[src/rtl/mbist_pkg.sv]
// Shared types and sizing helpers for the MBIST background generator.
// MBIST_BG_WALK_EN appends DATA_W walking-1 backgrounds.
package mbist_pkg;

    typedef enum logic [1:0] {
        IDLE,
        ACTIVE,
        DONE
    } bg_state_t;

    localparam int MAX_W = 1024;

    function automatic int num_bg(input int w);
        int l;
        l = $clog2(w);
`ifdef MBIST_BG_WALK_EN
        return 2 * l + 2 + w;
`else
        return 2 * l + 2;
`endif
    endfunction

    function automatic int idx_w(input int w);
        return $clog2(num_bg(w));
    endfunction

    // Bit i of a stripe at a given level is bit <level> of i.
    function automatic logic [MAX_W-1:0] stripe_pattern(
        input int level,
        input int width
    );
        logic [MAX_W-1:0] p;
        p = '0;
        for (int i = 0; i < MAX_W; i++) begin
            if (i < width) begin
                p[i] = 1'(i >> level);
            end
        end
        return p;
    endfunction

endpackage

[src/rtl/mbist_bg_pattern.sv]
// Combinational background index to data pattern lookup.
// MBIST_BG_WALK_EN adds the walking-1 branch after the solids.
module mbist_bg_pattern
    import mbist_pkg::*;
#(
    parameter  int DATA_W = 8,
    localparam int IDX_W  = idx_w(DATA_W)
) (
    input  logic [IDX_W-1:0]  idx,
    output logic [DATA_W-1:0] pattern
);

    localparam int L = $clog2(DATA_W);

    localparam logic [IDX_W-1:0] ZERO_IDX = IDX_W'(2 * L);
    localparam logic [IDX_W-1:0] ONES_IDX = IDX_W'(2 * L + 1);
`ifdef MBIST_BG_WALK_EN
    localparam logic [IDX_W-1:0] WALK_IDX = IDX_W'(2 * L + 2);
`endif

    logic [DATA_W-1:0] stripe;

    always_comb begin
        stripe  = DATA_W'(stripe_pattern(int'(idx >> 1), DATA_W));
        pattern = '0;
        unique case (1'b1)
            (idx < ZERO_IDX):
                pattern = stripe ^ {DATA_W{idx[0]}};
            (idx == ZERO_IDX):
                pattern = '0;
            (idx == ONES_IDX):
                pattern = '1;
`ifdef MBIST_BG_WALK_EN
            (idx > ONES_IDX):
                pattern = DATA_W'(1) << (idx - WALK_IDX);
`endif
            default:
                pattern = '0;
        endcase
    end

endmodule

[src/rtl/mbist_bg_gen.sv]
// Sequential MBIST data-background generator with start/next/abort control.
// MBIST_BG_WALK_EN enables the walking-1 backgrounds.
module mbist_bg_gen
    import mbist_pkg::*;
#(
    parameter  int DATA_W = 8,
    localparam int IDX_W  = idx_w(DATA_W)
) (
    input  logic              clk,
    input  logic              rst_n,
    input  logic              start,
    input  logic              next,
    input  logic              abort,
    input  logic              inv,
    output logic [IDX_W-1:0]  bg_idx,
    output logic [DATA_W-1:0] data_t,
    output logic              bg_valid,
    output logic              busy,
    output logic              last,
    output logic              done
);

    localparam int NUM_BG = num_bg(DATA_W);

    localparam logic [IDX_W-1:0] LAST_IDX = IDX_W'(NUM_BG - 1);

    bg_state_t         state;
    bg_state_t         state_nx;
    logic [IDX_W-1:0]  idx_nx;
    logic [DATA_W-1:0] pat_nx;
    logic [DATA_W-1:0] data_nx;
    logic              valid_nx;
    logic              last_nx;
    logic              done_nx;

    mbist_bg_pattern #(
        .DATA_W (DATA_W)
    ) u_pattern (
        .idx     (idx_nx),
        .pattern (pat_nx)
    );

    always_ff @(posedge clk or negedge rst_n) begin
        if (!rst_n) begin
            state    <= IDLE;
            bg_idx   <= '0;
            data_t   <= '0;
            bg_valid <= 1'b0;
            busy     <= 1'b0;
            last     <= 1'b0;
            done     <= 1'b0;
        end else begin
            state    <= state_nx;
            bg_idx   <= idx_nx;
            data_t   <= data_nx;
            bg_valid <= valid_nx;
            busy     <= valid_nx;
            last     <= last_nx;
            done     <= done_nx;
        end
    end

    // Index follows the state: zero on entry, held in DONE at the last index.
    always_comb begin
        state_nx = state;
        idx_nx   = '0;
        if (abort) begin
            state_nx = IDLE;
        end else begin
            unique case (state)
                IDLE: begin
                    if (start) begin
                        state_nx = ACTIVE;
                    end
                end
                ACTIVE: begin
                    idx_nx = bg_idx;
                    if (next && bg_idx == LAST_IDX) begin
                        state_nx = DONE;
                    end else if (next) begin
                        idx_nx = bg_idx + IDX_W'(1);
                    end
                end
                DONE: begin
                    idx_nx = LAST_IDX;
                    if (start) begin
                        state_nx = ACTIVE;
                        idx_nx   = '0;
                    end
                end
                default: begin
                    state_nx = IDLE;
                end
            endcase
        end
    end

    always_comb begin
        data_nx  = '0;
        valid_nx = 1'b0;
        last_nx  = 1'b0;
        done_nx  = 1'b0;
        unique case (state_nx)
            ACTIVE: begin
                data_nx  = pat_nx ^ {DATA_W{inv}};
                valid_nx = 1'b1;
                last_nx  = (idx_nx == LAST_IDX);
            end
            DONE: begin
                done_nx = 1'b1;
            end
            default: begin
                data_nx = '0;
            end
        endcase
    end

endmodule

[config.mk]
export PLATFORM = sky130hd
export DESIGN_NAME = mbist_bg_gen
export DESIGN_NICKNAME = d
export VERILOG_FILES = /design/src/rtl/mbist_pkg.sv /design/src/rtl/mbist_bg_pattern.sv /design/src/rtl/mbist_bg_gen.sv
export SDC_FILE = /design/constraint.sdc
export NUM_CORES = 1
export LEC_CHECK = 0
export ABC_CLOCK_PERIOD_IN_PS = 2250
export CAP_MARGIN = 25
export CORE_UTILIZATION = 48
export CTS_CLUSTER_SIZE = 25
export DETAILED_ROUTE_END_ITERATION = 8
export GPL_TIMING_DRIVEN = 0
export PLACE_DENSITY = 0.76
export SLEW_MARGIN = 20
export SYNTH_ARGS = -nofsm -noshare
export SYNTH_HDL_FRONTEND = slang
export SYNTH_SLANG_ARGS = --single-unit
[constraint.sdc]
create_clock -name clk -period 2.25 [get_ports clk]
set_input_delay 0.45 -clock clk [delete_from_list [all_inputs] [get_ports clk]]
set_output_delay 0.45 -clock clk [all_outputs]
set_load 0.02 [all_outputs]
==> reports/qor.yml, run 1 <==
powerDensity_mw_per_mm2: 486
syn_avg_cell_area_sq_um: 10.0
synth_edf_count: 0
clockRootBuffer: "clkbuf_4"
routed_wl_um: 2040
hold_violations: 0
yosysWarnings: 0
grt_max_degree: 17
cts.sinks: 16
die_h_um: 47.5
cap_viol_max_count: 0
hpwl_um: 1570
crit_path_max_fanout: 8
p_leak_nw: 0.572
gp_congestion: 0.770
synth.top_cell.area_share_pct: 40.3
clockBufferDepth: 2
yosysTopAreaCell: "dfrtp_1"
die_area_sq_mm: 0.00226
drv_slew: 0
fp.dieW_um: 47.5
synth_common_cells: "16 x dfrtp_1, 8 x nand2_1, 6 x ha_1, 6 x inv_1"
drive_gt1_share_pct: 17.9
power_w: 0.000641
synth_seq_cells: 16
htreeDepth: 1
core-area_sq_mm: 0.00196
grt_pass1_vias: 725
yosysSeqAreaShare_pct: 40.3
post-route-drc-count: 0
holdCritPathClass: "input pin to async pin"
overflow: 0
cts_tree: "built"
synthToLayoutAreaGrowth_pct: 32.7
place_ws_ns: -0.0741
dr.pass1.iters: 4
setup_slack_ns: 0.0839
max_slew_margin_pct: 54.4
synth_cell_types: 35
worst_hold_slack_ns: 0.571
post-cts-setup-buffers: 0
drtAntennaViolNets: 0
num_vias: 814
status: "finished, final reports clean"
netlist_instances: 99
worstMarginPinSlew_ns: 0.682
insertion_delay_ns: 0.29
final_nets: 136
path_class: "flop to flop"
utilization_pct: 67.3
async_flop_share_pct: 100
cts_buffers: 3
yosys_most_used_dff: "dfrtp_1"
fin_crit_sh_pct: 96.3
initial_utilization_pct: 50.7
dpl_cell_area_sq_mm: 0.00123
layout_min_cycle_time_ns: 2.17
fin_skew_ns: 0.00336
clkTransAtPathRegs_ns: 0.09
vias_per_cell: 5.43
wire_per_inst_um: 13.6
grt_pass1_wl_um: 3170
drt_iter0_markers: 17
grt_usage_pct: 20.4
rows: 16
io_pins: 21
ctsHoldBuffers: 0
yosys-top-cells-area: "dfrtp_1 40%, ha_1 7.5%, mux2i_1 5.0%"
antenna_found_initial: 0
diodes: 0
setup_viol: 0
crit_path_start_kind: "flop"
syn_area_sq_um: 995
yosysMostFrequentCell: "dfrtp_1"
syn_nets: 111
fmax_ghz: 0.462
r2r_setup_slack_ns: 0.08
cp.required_ns: 2.46
finalInstanceArea_sq_mm: 0.00132
fill_cells: 165
cp-end-kind: "flop"
critPathArrivalTime_ns: 2.38
portBuffers: 20
vdd_drop_max_mv: 0.403
[final timing paths]
| check | from | endpoint | depth (start not counted) |
|---|---|---|---|
| min in group clk | state[1] | state[1] | 2 |
| max reg2reg | bg_idx[0] | data_t[2] | 7 |
| max in group asynchronous | rst_n | bg_idx[0] | 1 |
| max | bg_idx[0] | data_t[2] | 7 |
| min reg2reg | state[1] | state[1] | 2 |
| min | rst_n | data_t[2] | 1 |
[registers in the layout, indices dropped and copies added (netlist names)]
name,count
last,1
done,1
busy,1
data_t,8
state,2
bg_idx,3
[per-layer routing]
metal	track usage (%)	wire (um)	vias up	part of all wire, %
li1	-	-	401	-
met1	24.3	851	392	42
met2	36.4	1090	17	53
met3	4.15	67	4	3.3
met4	7.43	31	0	1.5
met5	0	0	-	0
[through the flow]
step	std cells	TNS, ns
finish	150	0
global route	150	-0.0440
detailed placement	146	-0.0998
global placement	146	-0.0212
floorplan	99	0
CTS	150	0
[power breakdown]
part           leakage [nW]  internal, W  switching (W)
combinational         0.335    0.0000655      0.0000822
sequential            0.216     0.000301     0.00000590
clock                0.0210    0.0000986      0.0000880
[final cells by class]
cell class,count,area [sq um],area share [%]
multi-input combinational,75,607,46.0
sequential,16,402,30.4
timing repair buffer,20,200,15.2
clock buffer,4,36.3,2.75
tap,27,33.8,2.56
inverter,6,22.5,1.71
buffer,2,18.8,1.42
[cells in the final DEF (no fill, tap or decap), types with 4 or more instances in the layout]
cell and n:
dfrtp_1 15, nand3_1 4, inv_1 5, mux2i_1 5, ha_1 6, nand2b_1 4, a21oi_1 5, nor2b_1 4
clkdlybuf4s50_1 20, nand2_1 8
[worst max-delay path, cell delays in order, from the launching register on]
cell,delay [ns]
dfrtp_2,0.46
ha_1,0.22
ha_1,0.26
and4b_1,0.24
a311o_1,0.35
a21o_1,0.18
mux2i_1,0.18
mux2i_1,0.21
[cell families (layout without fill, tap and decap cells)]
kind of cell	count (synthesis)	count (layout)	share of synthesized area [%]
and+or+nand+nor	39	39	23.1
AOI/OAI and AO/OA	25	25	19.9
DFF	16	16	40.3
buffers and inverters	8	32	4.15
adders and majority gates	6	6	7.55
muxes	5	5	5.03
[timing repair]
| item | in CTS | in global routing |
|---|---|---|
| pin swaps | 0 | 1 |
| resized for setup | 1 | 11 |
| endpoints found under the setup margin | 1 | 7 |
Note: power is estimated with default switching activity, not from simulation.
==> inputs of run 2 (changes only) <==
--- a/config.mk
+++ b/config.mk
@@ -5,11 +5,13 @@
 export SDC_FILE = /design/constraint.sdc
 export NUM_CORES = 1
 export LEC_CHECK = 0
+export ABC_AREA = 1
 export ABC_CLOCK_PERIOD_IN_PS = 2250
 export CAP_MARGIN = 25
 export CORE_UTILIZATION = 48
 export CTS_CLUSTER_SIZE = 25
 export DETAILED_ROUTE_END_ITERATION = 8
+export GPL_ROUTABILITY_DRIVEN = 0
 export GPL_TIMING_DRIVEN = 0
 export PLACE_DENSITY = 0.76
 export SLEW_MARGIN = 20
==> run 2 against run 1 <==
Compared with the run above:
- sequential power about the same
- final cell count increased by 17%
- area after synthesis is 2.0% lower
- clock skew up 0.0067 ns
- via count up 5.2%
- clock power grew 3%
- highest routed layer unchanged
- die area fell by 1.9%
- fmax up 14%
==> reports/qor.yml, run 2 <==
status: "finished, final reports clean"
grt_pass1_wl_um: 2850  # -10%
path_class: "flop to flop"
grt_usage_pct: 18.9  # -1.5 points
drt_iter0_markers: 11  # -6
yosys-top-cells-area: "dfrtp_1 41%, nand2_1 9.2%, ha_1 7.7%"
routed_wl_um: 1860  # -8.5%
die_h_um: 47.1  # -0.97%
clockBufferDepth: 2  # unchanged
netlist_instances: 126  # +27%
crit_path_start_kind: "flop"
cp_cell_sequence: "ha_1 > ha_1 > inv_2 > nand2_2 > nand2_1 > nand3_1 > nand2_2 > nand2_4 > nand2_2 > nand2_4 > o21ai_0 > nor2_1"
drive_gt1_share_pct: 16.0  # -1.9 points
max_slew_margin_pct: 53.5  # -0.89 points
htreeDepth: 1  # unchanged
rows: 15  # -1
drv_slew: 0  # unchanged
wire_per_inst_um: 10.7  # -22%
core-area_sq_mm: 0.00182  # -7.2%
post_cts_resized: 0  # -1
worstMarginPinSlew_ns: 0.696  # +0.0134 ns
setup_viol: 0  # unchanged
die_area_sq_mm: 0.00221  # -1.9%
largest_reg_flops: 8  # unchanged
synth.top_cell.area_share_pct: 41.1  # +0.83 points
syn_area_sq_um: 975  # -2.0%
vdd_drop_max_mv: 0.333  # -17%
synthToLayoutAreaGrowth_pct: 27.5
portBuffers: 20  # unchanged
yosys_most_used_dff: "dfrtp_1"
cap_viol_max_count: 0  # unchanged
fill_cells: 166  # +0.61%
clockRootBuffer: "clkbuf_4"
finalInstanceArea_sq_mm: 0.00124  # -5.9%
cts_buffers: 3  # unchanged
yosysWarnings: 0  # unchanged
yosysMostFrequentCell: "nand2_1"
hold_violations: 0  # unchanged
critPathArrivalTime_ns: 2.08  # -0.30 ns
fin_crit_sh_pct: 84.5  # -12 points
ctsHoldBuffers: 0  # unchanged
fmax_ghz: 0.526  # +14%
synth_seq_cells: 16  # unchanged
syn_avg_cell_area_sq_um: 7.74  # -23%
post-cts-setup-buffers: 0  # unchanged
final_nets: 163  # +20%
p_leak_nw: 0.637  # +11%
layout_min_cycle_time_ns: 1.90  # -0.265 ns
top_register: "data_t"
holdCritPathClass: "input pin to async pin"
synth_edf_count: 0  # unchanged
syn_nets: 138  # +24%
powerDensity_mw_per_mm2: 506  # +4.2%
layout_commonest_cell: "nand2_1"
overflow: 0  # unchanged
synth_common_cells: "24 x nand2_1, 19 x inv_1, 16 x dfrtp_1"
initial_utilization_pct: 53.5  # +2.8 points
yosysTopAreaCell: "dfrtp_1"
synth_cell_types: 21  # -40%
post-route-drc-count: 0  # unchanged
clkTransAtPathRegs_ns: 0.10  # about the same
dr.pass1.iters: 4  # unchanged
grt_max_degree: 17  # unchanged
dpl_cell_area_sq_mm: 0.00121  # -1.8%
fin_skew_ns: 0.0101  # +0.00675 ns
fp.dieW_um: 47.1  # -0.97%
async_flop_share_pct: 100  # unchanged
insertion_delay_ns: 0.29  # about the same
vias_per_cell: 4.89  # -9.9%
tns_ns: 0  # unchanged
slowest_delay_ns: 0.43  # -0.03 ns
cpMaxStageDelayCell: "dfrtp_1"
yosysSeqAreaShare_pct: 41.1  # +0.83 points
diodes: 0  # unchanged
cts.sinks: 16  # unchanged
final_cell_mix: "24 x nand2_1, 20 x clkdlybuf4s50_1, 19 x inv_1"
hpwl_um: 1470  # -6.2%
cp-end-kind: "flop"
io_pins: 21  # unchanged
cp.required_ns: 2.43  # -0.03 ns
reg_top3: "data_t (8), bg_idx (3), state (2)"
antenna_found_initial: 0  # unchanged
num_vias: 856  # +5.2%
grt_pass1_vias: 711  # -1.9%
rsz0062_at_grt: "false"
crit_path_max_fanout: 7  # -1
drtAntennaViolNets: 0  # unchanged
cts_tree: "built"
cp_common_cell: "nand2_2"
[run 2: layout make-up]
| class | count | area [sq um] | share of cell area [%] |
|---|---|---|---|
| multi-input combinational | 86 | 480 | 38.7 |
| tap | 25 | 31.3 | 2.52 |
| sequential | 16 | 400 | 32.2 |
| buffer | 1 | 7.51 | 0.604 |
| inverter | 23 | 86.3 | 6.95 |
| clock buffer | 4 | 36.3 | 2.92 |
| timing repair buffer | 20 | 200 | 16.1 |
[run 2: worst paths after layout]
check / from / to / slack, ns / cells after the start
max in group asynchronous: rst_n / data_t[6] / 1.23 / 1
max: bg_idx[0] / data_t[3] / 0.35 / 12
min: rst_n / state[1] / 0.56 / 1
max reg2reg: bg_idx[0] / data_t[3] / 0.35 / 12
min in group clk: bg_idx[1] / bg_idx[1] / 0.75 / 4
min reg2reg: bg_idx[1] / bg_idx[1] / 0.75 / 4
[run 2: logic make-up after synthesis]
group,after synthesis,synth area share (%)
flip-flops,16,41.1
AO/OA/AOI/OAI,9,5.39
AND/OR/NAND/NOR,71,36.2
buffers and inverters,24,9.63
adder cells (fa/ha/maj),6,7.70
[run 2: through the flow]
| step | worst slack (ns) | std cells | power, W | util (%) | hold WS, ns |
|---|---|---|---|---|---|
| floorplan | 0.482 | 126 | 0.000388 | - | 0.154 |
| global placement | 0.298 | 171 | 0.000440 | 66.3 | 0.712 |
| detailed placement | 0.227 | 171 | 0.000443 | 66.3 | 0.737 |
| CTS | 0.350 | 175 | 0.000632 | 68.2 | 0.596 |
| global route | 0.229 | 175 | 0.000653 | 68.2 | 0.652 |
| finish | 0.349 | 175 | 0.000629 | 68.2 | 0.563 |
[run 2: critical path, delay by kind of cell, from the launching register on]
family / cells / cell delay [ns]
adder cells (fa/ha/maj): 2 / 0.42
flip-flops: 1 / 0.43
AO/OA/AOI/OAI: 1 / 0.17
buffers and inverters: 1 / 0.09
AND/OR/NAND/NOR: 8 / 0.68
[run 2: layer usage]
metal / routed length [um] / GRT usage (%) / share of wire, %
met5: 0 / 0 / 0
met3: 101 / 4.23 / 5.4
met1: 795 / 22.1 / 43
met4: 46 / 9.71 / 2.5
met2: 921 / 32.5 / 49
[run 2: power breakdown]
| part | switching (W) | internal, W |
|---|---|---|
| combinational | 0.0000768 | 0.0000530 |
| sequential | 0.00000604 | 0.000300 |
| clock | 0.0000940 | 0.0000986 |
==> inputs of run 3 (changes only) <==
--- a/config.mk
+++ b/config.mk
@@ -6,7 +6,7 @@
 export NUM_CORES = 1
 export LEC_CHECK = 0
 export ABC_AREA = 1
-export ABC_CLOCK_PERIOD_IN_PS = 2250
+export ABC_CLOCK_PERIOD_IN_PS = 1800
 export CAP_MARGIN = 25
 export CORE_UTILIZATION = 48
 export CTS_CLUSTER_SIZE = 25
==> constraint.sdc (replaced) <==
create_clock -name clk -period 1.8 [get_ports clk]
set_input_delay 0.36 -clock clk [delete_from_list [all_inputs] [get_ports clk]]
set_output_delay 0.36 -clock clk [all_outputs]
set_load 0.02 [all_outputs]
==> run 3 against run 2 <==
Compared with the run above:
- core utilization grew 8.0 points
- clock-buffer cell count is the same
- cell area grew 12%
- sequential power grew 25%
- critical path depth is the same
- critical path type unchanged
- sequential share of layout area shrank 3.4 points
- non-clock buffer count grew 5
- setup slack lost 0.30 ns
- power grew 29%
- flip-flop and latch count is the same
- worst hold slack lost 0.085 ns
==> reports/qor.yml, run 3 (same netlist as run 2, synthesis figures left out) <==
post-route-drc-count: 0  # unchanged
crit_path_max_fanout: 7  # unchanged
antenna_found_initial: 0  # unchanged
initial_utilization_pct: 53.5  # unchanged
cp_common_cell: "nand2_4"
die_h_um: 47.1  # unchanged
holdCritPathClass: "input pin to async pin"
powerDensity_mw_per_mm2: 586  # +16%
cp.required_ns: 1.98  # -0.45 ns
rsz0062_at_grt: "true"
internal-power_w: 0.000576  # +28%
portBuffers: 20  # unchanged
cp.buffers_inverters: 1  # unchanged
drt_iter0_markers: 24  # +13
dr.pass1.iters: 4  # unchanged
cp_top_family: "simple AND/OR/NAND/NOR gates"
status: "finished, final reports clean"
vdd_drop_max_mv: 0.439  # +32%
fmax_ghz: 0.572  # +8.7%
grt_usage_pct: 19.3  # +0.40 points
setup_viol: 0  # unchanged
rows: 15  # unchanged
fin_cells: 180  # +2.9%
insertion_delay_ns: 0.29  # about the same
overflow: 0  # unchanged
routed_wl_um: 2180  # +17%
grt_pass1_wl_um: 2920  # +2.4%
fill_cells: 144  # -13%
fin_skew_ns: 0.00986  # -0.000244 ns
cts_tree: "built"
ctsHoldBuffers: 0  # unchanged
cap_viol_max_count: 0  # unchanged
largest_reg_flops: 8  # unchanged
num_vias: 903  # +5.5%
final_cell_mix: "20 x clkdlybuf4s50_1, 19 x nand2_1, 16 x inv_1, 16 x dfrtp_1, 14 x nor2_1"
wire_per_inst_um: 12.1  # +13%
netSwitchingPower_w: 0.000237  # +34%
top_register: "data_t"
clockBufferDepth: 2  # unchanged
hold_violations: 0  # unchanged
core-area_sq_mm: 0.00182  # unchanged
max_slew_margin_pct: 52.8  # -0.65 points
reg_top3: "data_t (8), bg_idx (3), state (2)"
clockRootBuffer: "clkbuf_4"
clockPowerShare_pct: 29.7  # -0.9 points
seq_power_share_pct: 46.9  # -1.8 points
htreeDepth: 1  # unchanged
drv_slew: 0  # unchanged
dp.cells: 171  # unchanged
worst_hold_slack_ns: 0.478  # -0.0845 ns
cpMaxStageDelayCell: "dfrtp_1"
hpwl_um: 1470  # unchanged
cp_cell_sequence: "ha_2 > ha_4 > inv_4 > nand2_4 > nand2_2 > nand3_2 > nand2_4 > nand2_4 > nand2_4 > nand2_4 > o21ai_2 > nor2_1"
crit_path_start_kind: "flop"
tns_ns: 0  # unchanged
final_nets: 168  # +3.1%
fp.dieW_um: 47.1  # unchanged
drtAntennaViolNets: 0  # unchanged
diodes: 0  # unchanged
critPathArrivalTime_ns: 1.93  # -0.15 ns
synthToLayoutAreaGrowth_pct: 42.5
slowest_delay_ns: 0.40  # -0.03 ns
cts_buffers: 3  # unchanged
io_pins: 21  # unchanged
fin_crit_sh_pct: 97.1  # +13 points
layout_commonest_cell: "clkdlybuf4s50_1"
cp-end-kind: "flop"
combPwrFrac_pct: 23.5  # +2.9 points
p_leak_nw: 0.685  # +7.6%
die_area_sq_mm: 0.00221  # unchanged
grt_max_degree: 17  # unchanged
vias_per_cell: 5.02  # +2.6%
layout_min_cycle_time_ns: 1.75  # -0.153 ns
clkTransAtPathRegs_ns: 0.10  # about the same
grt_pass1_vias: 725  # +2.0%
sw_frac_of_total_pct: 29.1  # +1.0 points
path_class: "flop to flop"
worstMarginPinSlew_ns: 0.706  # +0.00978 ns
drive_gt1_share_pct: 30.3  # +14 points
cts.sinks: 16  # unchanged
[run 3: changes by cell type in the layout (fill, tap and decap cells not counted), moves of 2 or more]
cell	delta
o21ai_0	-3
nand3_2	+2
inv_2	+3
o21ai_2	+3
ha_4	+2
buf_4	+5
nand3_1	-3
nand2_4	+5
inv_1	-3
nand2_1	-5
ha_1	-3
[run 3: power groups by stage]
| stage | clock network, W | registers, W | logic, W |
|---|---|---|---|
| after CTS | 0.000243 | 0.000383 | 0.000167 |
| after global placement | 0 | 0.000390 | 0.000160 |
| final | 0.000241 | 0.000381 | 0.000191 |
| after detailed placement | 0 | 0.000390 | 0.000163 |
| after global routing | 0.000255 | 0.000383 | 0.000208 |
| after floorplan | 0 | 0.000409 | 0.0000761 |
[run 3: metrics by stage]
step / total power [W] / instance area, sq um / util (%) / worst slack, ns
CTS: 0.000793 / 1260 / 69.4 / 0.00893
floorplan: 0.000485 / 975 / - / 0.0321
global placement: 0.000550 / 1210 / 66.3 / -0.0624
detailed placement: 0.000554 / 1210 / 66.3 / -0.133
global route: 0.000845 / 1390 / 76.3 / -0.0213
finish: 0.000813 / 1390 / 76.3 / 0.0515
[run 3: worst paths after layout]
check / cells past startpoint / start / to / slack [ns]
max: 12 / bg_idx[1] / data_t[3] / 0.05
min: 1 / rst_n / state[1] / 0.48
max reg2reg: 12 / bg_idx[1] / data_t[3] / 0.05
min reg2reg: 4 / state[1] / state[1] / 0.76
max in group asynchronous: 1 / rst_n / data_t[6] / 0.86
min in group clk: 2 / abort / state[1] / 0.71
[run 3: timing repair]
| action | CTS | global route |
|---|---|---|
| setup buffers | 2 | 3 |
| resized for setup | 6 | 25 |
| pin swaps | 0 | 12 |
| endpoints found under the setup margin | 6 | 9 |
[run 3: layer usage]
layer	global-route usage (%)	up-vias	share of wire (%)
met2	33.3	29	50
met4	9.71	0	2.9
met3	4.23	11	3.8
met1	22.6	405	43
met5	0	-	0
li1	-	458	-
[run 3: final cells by class]
cell class,count,area (sq um),share of cell area [%]
Timing Repair Buffer,25,238,17.1
Clock buffer,4,36.3,2.61
Buffer,1,7.51,0.541
Inverter,23,88.8,6.40
Sequential cell,16,400,28.8
Tap cell,25,31.3,2.25
Multi-Input combinational cell,86,587,42.3
